===== src/rtl/pipe_ctrl_pkg.sv =====
// Shared definitions for the pipeline hazard/halt controller: FSM encoding,
// forwarding select codes, drain length and small helper functions.
package pipe_ctrl_pkg;

    typedef enum logic [1:0] {
        ST_RUN    = 2'd0,
        ST_DRAIN  = 2'd1,
        ST_HALTED = 2'd2
    } state_e;

    localparam logic [1:0]  FWD_RF = 2'd0;
    localparam logic [1:0]  FWD_ME = 2'd1;
    localparam logic [1:0]  FWD_WB = 2'd2;

    localparam int          DRAIN_CYCLES = 3;
    localparam logic [1:0]  DRAIN_INIT   = 2'(DRAIN_CYCLES);
    localparam logic [31:0] CNT_MAX      = 32'hFFFF_FFFF;

    // Per-cycle pipeline steering, packed MSB first.
    typedef struct packed {
        logic pc_en;
        logic if_id_en;
        logic if_id_flush;
        logic id_ex_flush;
    } pipe_ctl_t;

    localparam pipe_ctl_t CTL_RUN      = 4'b1100;
    localparam pipe_ctl_t CTL_REDIRECT = 4'b1111;
    localparam pipe_ctl_t CTL_STALL    = 4'b0001;
    localparam pipe_ctl_t CTL_HOLD     = 4'b0000;
    localparam pipe_ctl_t CTL_FLUSH    = 4'b0011;

    // $0 is hardwired to zero, so a write to it never creates a dependency.
    function automatic logic reg_match(input logic [4:0] src, input logic [4:0] dst,
                                       input logic we);
        return we && (src == dst) && (src != 5'd0);
    endfunction

    function automatic logic [31:0] sat_inc(input logic [31:0] v);
        return (v == CNT_MAX) ? v : v + 32'd1;
    endfunction

endpackage


===== src/rtl/pipe_fwd_unit.sv =====
// EX operand bypass selection: the youngest producer (ME) wins over WB.
module pipe_fwd_unit
    import pipe_ctrl_pkg::*;
(
    input  logic [4:0] rs_ex_i,
    input  logic [4:0] rt_ex_i,
    input  logic [4:0] rw_me_i,
    input  logic       regwrite_me_i,
    input  logic [4:0] rw_wb_i,
    input  logic       regwrite_wb_i,
    output logic [1:0] fwd_a_sel_o,
    output logic [1:0] fwd_b_sel_o
);

    logic a_me, a_wb, b_me, b_wb;

    assign a_me = reg_match(rs_ex_i, rw_me_i, regwrite_me_i);
    assign a_wb = reg_match(rs_ex_i, rw_wb_i, regwrite_wb_i);
    assign b_me = reg_match(rt_ex_i, rw_me_i, regwrite_me_i);
    assign b_wb = reg_match(rt_ex_i, rw_wb_i, regwrite_wb_i);

    always_comb begin
        fwd_a_sel_o = FWD_RF;
        if (a_me)      fwd_a_sel_o = FWD_ME;
        else if (a_wb) fwd_a_sel_o = FWD_WB;
    end

    always_comb begin
        fwd_b_sel_o = FWD_RF;
        if (b_me)      fwd_b_sel_o = FWD_ME;
        else if (b_wb) fwd_b_sel_o = FWD_WB;
    end

endmodule


===== src/rtl/pipe_ctrl.sv =====
// Pipeline controller: hazard stall, redirect flush, halt drain FSM, event
// counters. Define PIPE_CTRL_FORWARD_EN for bypassing with load-use stalls only.
module pipe_ctrl
    import pipe_ctrl_pkg::*;
(
    input  logic        clk,
    input  logic        RST,
    input  logic [4:0]  rs_id,
    input  logic [4:0]  rt_id,
    input  logic        use_rs_id,
    input  logic        use_rt_id,
    input  logic [4:0]  rs_ex,
    input  logic [4:0]  rt_ex,
    input  logic [4:0]  rw_ex,
    input  logic [4:0]  rw_me,
    input  logic [4:0]  rw_wb,
    input  logic        regwrite_ex,
    input  logic        regwrite_me,
    input  logic        regwrite_wb,
    input  logic        memtoreg_ex,
    input  logic        redirect_ex,
    input  logic        halt_id,
    input  logic        go,
    output logic        pc_en,
    output logic        if_id_en,
    output logic        if_id_flush,
    output logic        id_ex_flush,
    output logic [1:0]  fwd_a_sel,
    output logic [1:0]  fwd_b_sel,
    output logic        halted,
    output logic [31:0] stall_cnt,
    output logic [31:0] flush_cnt
);

    state_e      state_q, state_d;
    logic [1:0]  drain_q, drain_d;
    logic [31:0] stall_cnt_q, stall_cnt_d;
    logic [31:0] flush_cnt_q, flush_cnt_d;
    pipe_ctl_t   ctl;
    logic        is_halted;
    logic        hazard;

`ifdef PIPE_CTRL_FORWARD_EN
    logic [1:0] fwd_a_raw, fwd_b_raw;

    // With bypassing only a load in EX cannot feed the ID instruction in time.
    assign hazard = memtoreg_ex &&
                    ((use_rs_id && reg_match(rs_id, rw_ex, regwrite_ex)) ||
                     (use_rt_id && reg_match(rt_id, rw_ex, regwrite_ex)));

    pipe_fwd_unit u_fwd (
        .rs_ex_i       (rs_ex),
        .rt_ex_i       (rt_ex),
        .rw_me_i       (rw_me),
        .regwrite_me_i (regwrite_me),
        .rw_wb_i       (rw_wb),
        .regwrite_wb_i (regwrite_wb),
        .fwd_a_sel_o   (fwd_a_raw),
        .fwd_b_sel_o   (fwd_b_raw)
    );

    assign fwd_a_sel = RST ? FWD_RF : fwd_a_raw;
    assign fwd_b_sel = RST ? FWD_RF : fwd_b_raw;
`else
    logic src_rs_hit, src_rt_hit;
    logic unused_fwd_inputs;

    // Full interlock: wait until every in-flight producer has written back.
    assign src_rs_hit = reg_match(rs_id, rw_ex, regwrite_ex) ||
                        reg_match(rs_id, rw_me, regwrite_me) ||
                        reg_match(rs_id, rw_wb, regwrite_wb);
    assign src_rt_hit = reg_match(rt_id, rw_ex, regwrite_ex) ||
                        reg_match(rt_id, rw_me, regwrite_me) ||
                        reg_match(rt_id, rw_wb, regwrite_wb);
    assign hazard     = (use_rs_id && src_rs_hit) || (use_rt_id && src_rt_hit);

    assign fwd_a_sel         = FWD_RF;
    assign fwd_b_sel         = FWD_RF;
    assign unused_fwd_inputs = ^{rs_ex, rt_ex, memtoreg_ex};
`endif

    always_comb begin
        state_d     = state_q;
        drain_d     = drain_q;
        stall_cnt_d = stall_cnt_q;
        flush_cnt_d = flush_cnt_q;
        ctl         = CTL_RUN;
        is_halted   = 1'b0;
        unique case (state_q)
            ST_RUN: begin
                if (redirect_ex) begin
                    ctl         = CTL_REDIRECT;
                    flush_cnt_d = sat_inc(flush_cnt_q);
                end else if (hazard) begin
                    ctl         = CTL_STALL;
                    stall_cnt_d = sat_inc(stall_cnt_q);
                end else if (halt_id) begin
                    // Halting instruction proceeds into EX; fetch freezes behind it.
                    ctl     = CTL_HOLD;
                    state_d = ST_DRAIN;
                    drain_d = DRAIN_INIT;
                end
            end
            ST_DRAIN: begin
                ctl = CTL_FLUSH;
                // Leave as the counter reaches zero: exactly DRAIN_CYCLES drain cycles.
                if (drain_q <= 2'd1) begin
                    drain_d = 2'd0;
                    state_d = ST_HALTED;
                end else begin
                    drain_d = drain_q - 2'd1;
                end
            end
            ST_HALTED: begin
                ctl       = CTL_HOLD;
                is_halted = 1'b1;
                if (go) state_d = ST_RUN;
            end
            default: begin
                state_d = ST_RUN;
                drain_d = 2'd0;
            end
        endcase
        if (RST) begin
            ctl       = CTL_FLUSH;
            is_halted = 1'b0;
        end
    end

    always_ff @(posedge clk or posedge RST) begin
        if (RST) begin
            state_q     <= ST_RUN;
            drain_q     <= 2'd0;
            stall_cnt_q <= 32'd0;
            flush_cnt_q <= 32'd0;
        end else begin
            state_q     <= state_d;
            drain_q     <= drain_d;
            stall_cnt_q <= stall_cnt_d;
            flush_cnt_q <= flush_cnt_d;
        end
    end

    assign pc_en       = ctl.pc_en;
    assign if_id_en    = ctl.if_id_en;
    assign if_id_flush = ctl.if_id_flush;
    assign id_ex_flush = ctl.id_ex_flush;
    assign halted      = is_halted;
    assign stall_cnt   = stall_cnt_q;
    assign flush_cnt   = flush_cnt_q;

endmodule


===== config.mk =====
export PLATFORM = sky130hd
export DESIGN_NAME = pipe_ctrl
export DESIGN_NICKNAME = d
export VERILOG_FILES = /design/src/rtl/pipe_ctrl_pkg.sv /design/src/rtl/pipe_fwd_unit.sv /design/src/rtl/pipe_ctrl.sv
export SDC_FILE = /design/constraint.sdc
export NUM_CORES = 1
export LEC_CHECK = 0
export BUFFER_PORTS_ARGS = -buffer_cell sky130_fd_sc_hd__buf_2
export CORE_UTILIZATION = 45
export CTS_BUF_LIST = sky130_fd_sc_hd__clkbuf_8
export CTS_CLUSTER_DIAMETER = 200
export DETAILED_ROUTE_END_ITERATION = 6
export PLACE_DENSITY = 0.79
export SLEW_MARGIN = 40
export SYNTH_ARGS = -nofsm -noshare
export SYNTH_HDL_FRONTEND = slang
export SYNTH_SLANG_ARGS = --single-unit

===== constraint.sdc =====
create_clock -name clk -period 3.95 [get_ports clk]
set_clock_uncertainty 0.1 [all_clocks]
set_input_delay 0.79 -clock clk [delete_from_list [all_inputs] [get_ports clk]]
set_output_delay 0.79 -clock clk [all_outputs]
set_load 0.01 [all_outputs]

# --- Word-level counts from Yosys, hierarchy flattened ---
# Index checks and enable logic that the tools add are counted.
totals:
  register_bits: 68
  inputBits: 46
  out_inout_bits: 73
  elab_cells: 71
classes:
  add_sub_neg: 3
  magnitude_cmp: 1
  eq_ne: 15
  muxes: 18
  bitwise: 4
  reduce_logical: 26
op_table:
  columns: ["operator", "count"]
  rows:
  - ["$add 32x1->32 const B", 2]
  - ["$eq 32x32->1 const B", 2]
  - ["$eq 5x5->1", 6]
  - ["$mux 2", 9]
  - ["$mux 4", 4]
  - ["$logic_and 1x1->1", 14]
  - ["$pmux 2 s3", 2]
  - ["$pmux 4 s3", 1]
  - ["$ne 2x2->1 const B", 5]
  - ["$reduce_bool 5->1", 2]
  - ["$reduce_and 4->1", 2]
  - ["$logic_or 1x1->1", 5]
  - ["$reduce_and 5->1", 1]
  - ["$not 1->1", 4]
  - ["$reduce_and 3->1", 1]
  - ["$eq 2x1->1 const B", 1]
  - ["$eq 2x2->1 const B", 1]
  - ["$le 2x1->1 const B", 1]
  - ["$logic_not 2->1", 1]
  - ["$mux 1", 2]
  - ["$sub 2x1->2 const B", 1]

# --- Depth between registers and ports, before layout ---
# Gate-level depths: netlist of the first run.
logic_depth:
  depth_word: 11
  mapped_depth: 10
  depth_no_buf: 8

# --- Least setup slack after synthesis of the first run ---
# No wires, ideal clock.
synth_timing:
  kind: "input -> output"
  from: "input RST"
  to: "output id_ex_flush"
  arrival_ns: 2.851
  required_ns: 3.060
  slack_ns: 0.209
  stages: 3
  path_buffers: 0
  cell_sequence: "inv_1 nand2_1 a21o_1"
synth_between:
  elab_chain_cells: 1
synth_rtl:
  columns: ["item", "line_no", "source"]
  rows:
  - ["start: declaration", "pipe_ctrl.sv:7", "input logic RST,"]
  - ["$mux 4", "pipe_ctrl.sv:124", "if (RST) begin"]
  - ["end: declaration", "pipe_ctrl.sv:27", "output logic id_ex_flush,"]
# Every way passes these cells.

# --- Worst setup path in the final report of the first run ---
layout_timing:
  from: "input rt_id[1]"
  to: "output pc_en"
layout_between:
  elab_chain_cells: 11
  elab_cells_between_ends: 18
  cone_classes: "eq/ne: 3; mux: 4; reduce/logical: 11"
layout_rtl:
  columns: ["item", "line_no", "source"]
  rows:
  - ["start: declaration", "pipe_ctrl.sv:9", "input logic [4:0] rt_id,"]
  - ["$eq 5x5->1", "pipe_ctrl_pkg.sv:36", "return we && (src == dst) && (src != 5'd0);"]
  - ["$logic_and 1x1->1 (2 in a row)", "pipe_ctrl_pkg.sv:36", null]
  - ["$logic_or 1x1->1", "pipe_ctrl.sv:72", "assign src_rt_hit = reg_match(rt_id, rw_ex, regwrite_ex) ||"]
  - ["$logic_or 1x1->1 (*)", "pipe_ctrl.sv:73", "reg_match(rt_id, rw_me, regwrite_me) ||"]
  - ["$logic_and 1x1->1 (*)", "pipe_ctrl.sv:75", "assign hazard = (use_rs_id && src_rs_hit) || (use_rt_id && src_rt_hit);"]
  - ["$logic_or 1x1->1 (*)", "pipe_ctrl.sv:75", null]
  - ["$mux 4 (*)", "pipe_ctrl.sv:94", "end else if (hazard) begin"]
  - ["$mux 4 (*)", "pipe_ctrl.sv:91", "if (redirect_ex) begin"]
  - ["$pmux 4 s3 (*)", "pipe_ctrl.sv:89", "unique case (state_q)"]
  - ["$mux 4 (*)", "pipe_ctrl.sv:124", null]
  - ["end: declaration", "pipe_ctrl.sv:24", "output logic pc_en,"]
# Every way passes the cells marked *; elsewhere a longest branch is shown, timed or not.

==> results.yml, run 1 <==
status:
  status: "finished, final reports clean"
pwr:
  peakVddDrop_mv: 0.173
  p_comb_share_pct: 22.3
  p_clk_share_pct: 33.5
  p_leak_uw: 0.00231
  swShare_pct: 30.6
  power.density_nw_per_um2: 395
  seqPwrFrac_pct: 44.2
  netSwitchingPower_uw: 565
  internal-power_uw: 1280
critical_path:
  worstRegToRegCells: 7
  r2r_slack_ns: 1.03
  crit_path_end_kind: "primary output"
  critPathRequiredTime_ns: 3.06
  path_class: "input pin to primary output"
  crit_fanout: 4
  worst-path-buf-inv: 2
  path_delay_family: "compound AO/OA/AOI/OAI gates"
  slowest_delay_ns: 0.50
  path_depth: 7
  cp_slowest_cell: "or4_1"
  cp_cell_sequence: "buf_2 > or4_1 > o21ai_0 > o22ai_1 > nor2_1 > o31a_1 > buf_2"
  r2r_start: "stall_cnt[10]$_DFFE_PP0P_"
  worstSetupStartpointType: "input pin"
  cpMostUsedCell: "buf_2"
  r2r-end: "stall_cnt[1]$_DFFE_PP0P_"
  critPathArrivalTime_ns: 2.50
min_path:
  hold_end: "flush_cnt[28]$_DFFE_PP0P_"
  hp-class: "flip-flop to flip-flop"
  hold_start: "flush_cnt[28]$_DFFE_PP0P_"
  hold_depth: 1
global_route:
  grt_overflow_total: 0
  grt_max_degree: 69
  grt_pass1_wl_um: 14700
  grtUsageTotal_pct: 21.0
  antenna_found_initial: 0
  grt_pass1_vias: 3192
timing:
  setup_tns_ns: 0
  tightestPinTransition_ns: 0.780
  slew_headroom_pct: 47.7
  hold_violations: 0
  fin_crit_ns: 3.39
  drv_slew: 0
  timing.hold.ws_ns: 0.389
  fmax_mhz: 295
  rsz0062_at_grt: "no"
  setup_viol: 0
  fin_crit_sh_pct: 85.7
cts:
  post_cts_buffers: 0
  htree_levels: 3
  cts_resized: 0
  cts_tree: "yes"
  cts_hold_buf: 0
  clkLatencyLatePin_ns: 0.34
  clk_path_buf_depth: 2
  clk_pin_slew_ns: 0.08
  cts_buffers: 9
  cts_sinks: 68
  cts-root-buf: "clkbuf_8"
logic_synthesis:
  synthCells: 397
  syn_area_per_cell_um2: 9.76
  synth-async-reset-ratio_pct: 100
  synth_top_cell_by_area: "dfrtp_1"
  synth-edff-count: 0
  synth_common_cells: "dfrtp_1, xnor2_1, xor2_1"
  yosys_warnings: 0
  synth.cell_area_um2: 3880
  yosysMostFrequentCell: "dfrtp_1"
  ys_ff_latch: 68
  ys_seq_area_share_pct: 43.9
  synth_top_area_share_pct: 43.9
  synth_cell_types: 44
  ys_top_cells_by_area: "dfrtp_1, xnor2_1, xor2_1, nand3_1, nand4_1"
  synthFlopType: "dfrtp_1"
floorplan:
  core_um2: 8260
  rows: 33
  dieWidth_um: 94.8
  dieArea_um2: 8990
  initial_core_util_pct: 46.9
  die-height_um: 94.8
  ios: 119
route:
  via_per_inst: 5.38
  wl_per_cell_um: 14.5
  remaining_drc_errors: 0
  vias: 3277
  drt-total-wl_um: 8810
  first_iter_violations: 134
  ant_nets: 0
  dr.pass1.iters: 4
placed_design:
  gp_congestion: 0.848
  dpl.hpwl_um: 6550
  port-buffer-count: 103
  placed_area_um2: 4470
flow_run:
  drv_cap: 0
layout:
  area_growth_pct: 20.8
  design_area_um2: 4680
  n_antenna_cell: 0
  drive_above_1_share_pct: 26.8
  final_nets: 550
[stage by stage]
stage          power (uW)  instances  setup slack, ns  util (%)
2_1_floorplan        1100        400            0.209         -
3_3_place_gp         1230        593            0.601      54.0
3_5_place_dp         1240        593            0.553      54.1
4_1_cts              1870        609            0.552      56.7
5_1_grt              1970        609            0.423      56.7
6_report             1850        609            0.563      56.7
[cells by family after synthesis]
logic type | Yosys count | share of synthesized area [%]
buffers and inverters | 31 | 3.87
adders and majority gates | 5 | 1.61
and+or+nand+nor | 173 | 24.7
other | 1 | 0.0967
AOI/OAI and AO/OA | 26 | 4.52
xor gates and xnor gates | 90 | 20.3
DFF | 68 | 43.9
muxes | 3 | 0.936
[worst register-to-register path: cells and delay by family, from the launching register on]
kind | cells | cell delay, ns
and+or+nand+nor | 6 | 2.02
muxes | 1 | 0.29
DFF | 1 | 0.40
[per-layer routing]
metal / wire length, um / share of wire, % / track usage, % / vias to the layer above
met5: 0 / 0 / 0 / -
met4: 99 / 1.1 / 6.82 / 0
met3: 370 / 4.2 / 4.91 / 8
met2: 4420 / 50 / 36.2 / 100
met1: 3920 / 44 / 25.8 / 1590
li1: - / - / - / 1579
[worst max path at each step]
stage / slack (ns) / to / start
2_1_floorplan: 0.21 / id_ex_flush / RST
3_3_place_gp: 0.60 / pc_en / rt_id[1]
3_5_place_dp: 0.55 / pc_en / rt_id[1]
4_1_cts: 0.55 / pc_en / rt_id[1]
5_1_grt: 0.42 / pc_en / rs_id[1]
6_report: 0.56 / pc_en / rt_id[1]
[layout make-up]
cell class / count / area [um2]
clock inverter: 7 / 92.6
clock buffer: 9 / 124
multi-input combinational: 301 / 2050
fill: 747 / 3570
tap: 105 / 131
sequential: 68 / 1700
timing repair buffer: 105 / 534
inverter: 14 / 52.6
[sequential cells by signal (all words and copies together) (netlist names)]
register	cells
state_q	2
flush_cnt	32
stall_cnt	32
drain_q	2
[cell usage in the layout (no fill, tap or decap), drive strengths merged, types with 2 or more instances in the layout]
master	n
clkinvlp	2
a31o	2
conb	4
nand4	25
inv	15
nand2	27
or4	2
and2	7
a31oi	4
a21oi	7
xor2	35
or2	2
ha	5
nand3	33
buf	105
and4	6
clkbuf	9
o21ai	5
xnor2	55
o31a	3
dfrtp	68
nor4	12
nor2	32
mux2	2
clkinv	2
and3	17
nor3	7
bufinv	2
[power groups by stage]
stage	Clock [uW]	Sequential (uW)	Combinational, uW
6_report	619	818	412
4_1_cts	636	817	415
3_5_place_dp	0	830	414
2_1_floorplan	0	840	258
5_1_grt	672	829	465
3_3_place_gp	0	827	401
Power figures use the tool's default switching activity.
==> run 2: changes to the inputs <==
--- a/config.mk
+++ b/config.mk
@@ -6,11 +6,12 @@
 export NUM_CORES = 1
 export LEC_CHECK = 0
 export BUFFER_PORTS_ARGS = -buffer_cell sky130_fd_sc_hd__buf_2
-export CORE_UTILIZATION = 45
+export CORE_UTILIZATION = 53
 export CTS_BUF_LIST = sky130_fd_sc_hd__clkbuf_8
 export CTS_CLUSTER_DIAMETER = 200
 export DETAILED_ROUTE_END_ITERATION = 6
-export PLACE_DENSITY = 0.79
+export PLACE_DENSITY = 0.9
+export RECOVER_POWER = 25
 export SLEW_MARGIN = 40
 export SYNTH_ARGS = -nofsm -noshare
 export SYNTH_HDL_FRONTEND = slang
==> run 2 against run 1 <==
Compared with the run above:
- die area decreased by 15%
- sequential power increased by 0.6%
- worst hold slack got worse by 0.00073 ns
- design area decreased by 1.5%
- via count increased by 2.1%
- core utilization increased by 9.7 points
- fmax decreased by 0.36%
- register-to-register slack got worse by 0.02 ns
- non-clock buffer count increased by 2
- first-iteration DRC count increased by 47%
- sequential cell count unchanged
- total power decreased by 7.4%
- largest power group unchanged
==> results.yml, run 2 (synthesis gave the netlist of run 1 again) <==
timing:
  fin_ws_ns: 0.551
  hold_violations: 0
  fmax_mhz: 294
  timing.hold.ws_ns: 0.388
  setup_tns_ns: 0
  rsz0062_at_grt: "no"
  tightestPinTransition_ns: 1.33
  fin_crit_sh_pct: 86.0
  slew_headroom_pct: 11.2
  drv_slew: 0
  setup_viol: 0
  fin_crit_ns: 3.40
critical_path:
  worstSetupStartpointType: "input pin"
  cp_cell_sequence: "buf_2 > or4_1 > o21ai_0 > o22ai_1 > nor2_1 > o31a_1 > buf_2"
  worst-path-buf-inv: 2
  slowest_delay_ns: 0.50
  path_class: "input pin to primary output"
  critPathArrivalTime_ns: 2.51
  cpMostUsedCell: "buf_2"
  crit_fanout: 4
  path_delay_family: "compound AO/OA/AOI/OAI gates"
  cp_slowest_cell: "or4_1"
  critPathRequiredTime_ns: 3.06
  crit_path_end_kind: "primary output"
global_route:
  grtUsageTotal_pct: 24.1
  grt_pass1_vias: 3156
  grt_overflow_total: 0
  grt_pass1_wl_um: 14300
  grt_max_degree: 32
  antenna_found_initial: 0
layout:
  final_util_pct: 66.4
  final_nets: 552
  n_antenna_cell: 0
  drive_above_1_share_pct: 25.8
  area_growth_pct: 19.0
  mostFrequentLayoutCells: "buf_2, dfrtp_1, xnor2_1"
  final_common_cell: "buf_2"
  design_area_um2: 4610
route:
  via_per_inst: 5.58
  wl_per_cell_um: 14.5
  first_iter_violations: 197
  ant_nets: 0
  vias: 3347
  dr.pass1.iters: 4
  drt-total-wl_um: 8700
  remaining_drc_errors: 0
cts:
  cts-root-buf: "clkbuf_8"
  htree_levels: 3
  cts_tree: "yes"
  clkLatencyLatePin_ns: 0.33
  post_cts_buffers: 0
  cts_hold_buf: 0
  cts_resized: 0
  clk_pin_slew_ns: 0.07
  cts_buffers: 9
  clk_path_buf_depth: 2
  cts_sinks: 68
floorplan:
  dieArea_um2: 7660
  initial_core_util_pct: 55.8
  die-height_um: 87.5
  rows: 30
  dieWidth_um: 87.5
  ios: 119
  core_um2: 6940
min_path:
  hp-class: "flip-flop to flip-flop"
flow_run:
  drv_cap: 0
pwr:
  power.density_nw_per_um2: 371
  p_leak_uw: 0.00229
  peakVddDrop_mv: 0.182
placed_design:
  pre_cts_ws_ns: 0.548
  dpl.hpwl_um: 6660
  port-buffer-count: 103
  placed_area_um2: 4500
  gp_congestion: 0.854
status:
  status: "finished, final reports clean"
## run 2: report_power, final
group	total [uW]	switching [uW]	internal, uW
logic	412	236	176
registers	823	68.5	755
clock network	477	245	232
total	1710	549	1160
## run 2: worst paths after layout
kind                                            from                         to  slack, ns  cells after the start
hold / removal             stall_cnt[25]$_DFFE_PP0P_  stall_cnt[25]$_DFFE_PP0P_       0.39                      1
max in group asynchronous                        RST  stall_cnt[25]$_DFFE_PP0P_       0.85                      5
setup reg to reg           stall_cnt[10]$_DFFE_PP0P_   stall_cnt[1]$_DFFE_PP0P_       1.01                      7
min in group asynchronous                        RST  flush_cnt[22]$_DFFE_PP0P_       0.70                      3
setup / recovery                            rt_id[1]                   if_id_en       0.55                      7
hold reg to reg            stall_cnt[25]$_DFFE_PP0P_  stall_cnt[25]$_DFFE_PP0P_       0.39                      1
## run 2: cell type report
| cell class | count | area, um2 |
|---|---|---|
| clock buffer | 10 | 138 |
| fill | 573 | 2330 |
| timing repair buffer | 107 | 534 |
| inverter | 14 | 52.6 |
| sequential | 68 | 1700 |
| clock inverter | 4 | 20.0 |
| tap | 96 | 120 |
| multi-input combinational | 301 | 2050 |
## run 2: through the flow
stage / cells / total power [uW]
global placement: 584 / 1230
detailed placement: 586 / 1260
CTS: 600 / 1730
floorplan: 400 / 1100
global route: 600 / 1810
finish: 600 / 1710
## run 2: metal layers
metal	wire, um	track usage [%]	vias up
li1	-	-	1579
met1	3670	29.8	1622
met2	4460	41.3	133
met3	457	4.17	13
met4	122	11.0	0
met5	0	0	-
==> run 3: changes to the inputs <==
--- a/config.mk
+++ b/config.mk
@@ -5,13 +5,14 @@
 export SDC_FILE = /design/constraint.sdc
 export NUM_CORES = 1
 export LEC_CHECK = 0
-export BUFFER_PORTS_ARGS = -buffer_cell sky130_fd_sc_hd__buf_2
-export CORE_UTILIZATION = 53
+export BUFFER_PORTS_ARGS = -buffer_cell sky130_fd_sc_hd__clkbuf_2
+export CORE_UTILIZATION = 30
 export CTS_BUF_LIST = sky130_fd_sc_hd__clkbuf_8
 export CTS_CLUSTER_DIAMETER = 200
 export DETAILED_ROUTE_END_ITERATION = 6
-export PLACE_DENSITY = 0.9
+export PLACE_DENSITY = 0.59
 export RECOVER_POWER = 25
+export REMOVE_ABC_BUFFERS = 1
 export SLEW_MARGIN = 40
 export SYNTH_ARGS = -nofsm -noshare
 export SYNTH_HDL_FRONTEND = slang
==> run 3 against run 2 <==
Compared with the run above:
- the flow now finishes with violations (max-capacitance violations, max-slew violations)
- critical path depth stayed put
- register-to-register slack hardly changed
- die area is 75% higher
- via count is 3.3% lower
- sequential cell count stayed put
- fmax is 0.47% lower
- cell count is 13% higher
- sequential power hardly changed
- critical endpoint unchanged
- largest cell class unchanged
- highest routed layer unchanged
==> results.yml, run 3 (synthesis gave the netlist of run 1 again) <==
route:
  first_iter_violations: 109
  wl_per_cell_um: 13.7
  vias: 3236
  ant_nets: 0
  via_per_inst: 4.79
  dr.pass1.iters: 4
  remaining_drc_errors: 0
  drt-total-wl_um: 9240
layout:
  drive_above_1_share_pct: 26.4
  n_antenna_cell: 0
  mostFrequentLayoutCells: "clkbuf_2, dfrtp_1, xnor2_1"
  final_nets: 550
  design_area_um2: 4760
  final_util_pct: 37.7
  final_common_cell: "clkbuf_2"
  fillCellCount: 1289
  area_growth_pct: 22.8
cts:
  cts_sinks: 68
  clkLatencyLatePin_ns: 0.35
  cts_buffers: 9
  clk_path_buf_depth: 2
  post_cts_buffers: 0
  cts_tree: "yes"
  htree_levels: 3
  cts_hold_buf: 0
  cts_resized: 0
  cts-root-buf: "clkbuf_8"
  clk_pin_slew_ns: 0.07
placed_design:
  port-buffer-count: 103
  gp_congestion: 0.791
  placed_area_um2: 4550
  dpl.hpwl_um: 6800
global_route:
  grtUsageTotal_pct: 14.4
  use_met2_pct: 23.6
  grt_overflow_total: 0
  met3_usage_pct: 4.97
  grt_max_degree: 69
  antenna_found_initial: 0
  grt_pass1_vias: 3072
  grt.busiest_layer: "met2"
  gr-usage-met1_pct: 17.6
  grt_pass1_wl_um: 14900
critical_path:
  critPathArrivalTime_ns: 2.53
  critPathRequiredTime_ns: 3.06
  slowest_delay_ns: 0.52
  crit_path_end_kind: "primary output"
  cp_cell_sequence: "clkbuf_2 > or4_1 > o21ai_0 > o22ai_1 > nor2_1 > o31a_1 > clkbuf_2"
  cp_slowest_cell: "or4_1"
  path_class: "input pin to primary output"
  crit_fanout: 4
  cpMostUsedCell: "clkbuf_2"
  worstSetupStartpointType: "input pin"
timing:
  setup_tns_ns: 0
  rsz0062_at_grt: "no"
  setup_viol: 0
  fmax_mhz: 293
  slew_headroom_pct: -14.6
  drv_slew: 69
  tightestPinTransition_ns: 1.72
  timing.hold.ws_ns: 0.389
  hold_violations: 0
  fin_crit_ns: 3.42
  fin_crit_sh_pct: 86.5
floorplan:
  ios: 119
  die-height_um: 116
  rows: 41
  core_um2: 12600
  initial_core_util_pct: 30.7
  dieWidth_um: 116
  dieArea_um2: 13400
pwr:
  finalPower_uw: 1870
  power.density_nw_per_um2: 393
  peakVddDrop_mv: 0.203
  p_leak_uw: 0.00228
flow_run:
  drv_cap: 1
status:
  violations: "max-capacitance violations, max-slew violations"
  status: "finished with violations"
min_path:
  hp-class: "flip-flop to flip-flop"
==> run 3: cell types whose count changed in the layout (fill, tap and decap cells not counted), sizes merged <==
cell      delta
buf        -102
bufinv       +2
clkbuf     +100
clkinv       +2
clkinvlp     -1
inv          -1
==> run 3: layer usage <==
metal	part of all wire (%)	vias to the layer above
li1	-	1579
met4	2.2	0
met2	49	81
met1	44	1560
met5	0	-
met3	4.8	16
==> run 3: final cells by class <==
class                      count  area (um2)  area share, %
inverter                      14        52.6           1.10
clock inverter                 6        78.8           1.66
timing repair buffer         105         527           11.1
multi-input combinational    301        2050           43.0
tap                          172         215           4.52
sequential                    68        1700           35.8
clock buffer                  10         138           2.89
==> run 3: report_power, final <==
group          internal (uW)  total [uW]  leakage, uW  switching [uW]
clock network            367         632     0.000117             265
registers                755         822     0.000917            67.6
logic                    175         415      0.00124             240
total                   1300        1870      0.00228             573
==> run 3: through the flow <==
stage	cells	setup slack, ns
detailed placement	660	0.531
global route	676	0.403
CTS	676	0.526
finish	676	0.535
floorplan	383	0.209
global placement	660	0.565
==> run 3: worst paths after layout <==
check | start | end | slack [ns] | cells after the start
worst max-delay path | rt_id[1] | if_id_en | 0.53 | 7
worst min-delay path | stall_cnt[25]$_DFFE_PP0P_ | stall_cnt[25]$_DFFE_PP0P_ | 0.39 | 1
worst max register to register | stall_cnt[3]$_DFFE_PP0P_ | stall_cnt[1]$_DFFE_PP0P_ | 1.01 | 7
worst min register to register | stall_cnt[25]$_DFFE_PP0P_ | stall_cnt[25]$_DFFE_PP0P_ | 0.39 | 1
max in group asynchronous | RST | flush_cnt[26]$_DFFE_PP0P_ | 1.73 | 3
min in group asynchronous | RST | state_q[0]$_DFFE_PP0P_ | 1.01 | 3
==> run 3: critical path: cells and delay by family <==
kind / cells / cell delay [ns]
AO/OA/AOI/OAI: 3 / 0.80
AND/OR/NAND/NOR: 2 / 0.65
buffers and inverters: 2 / 0.28
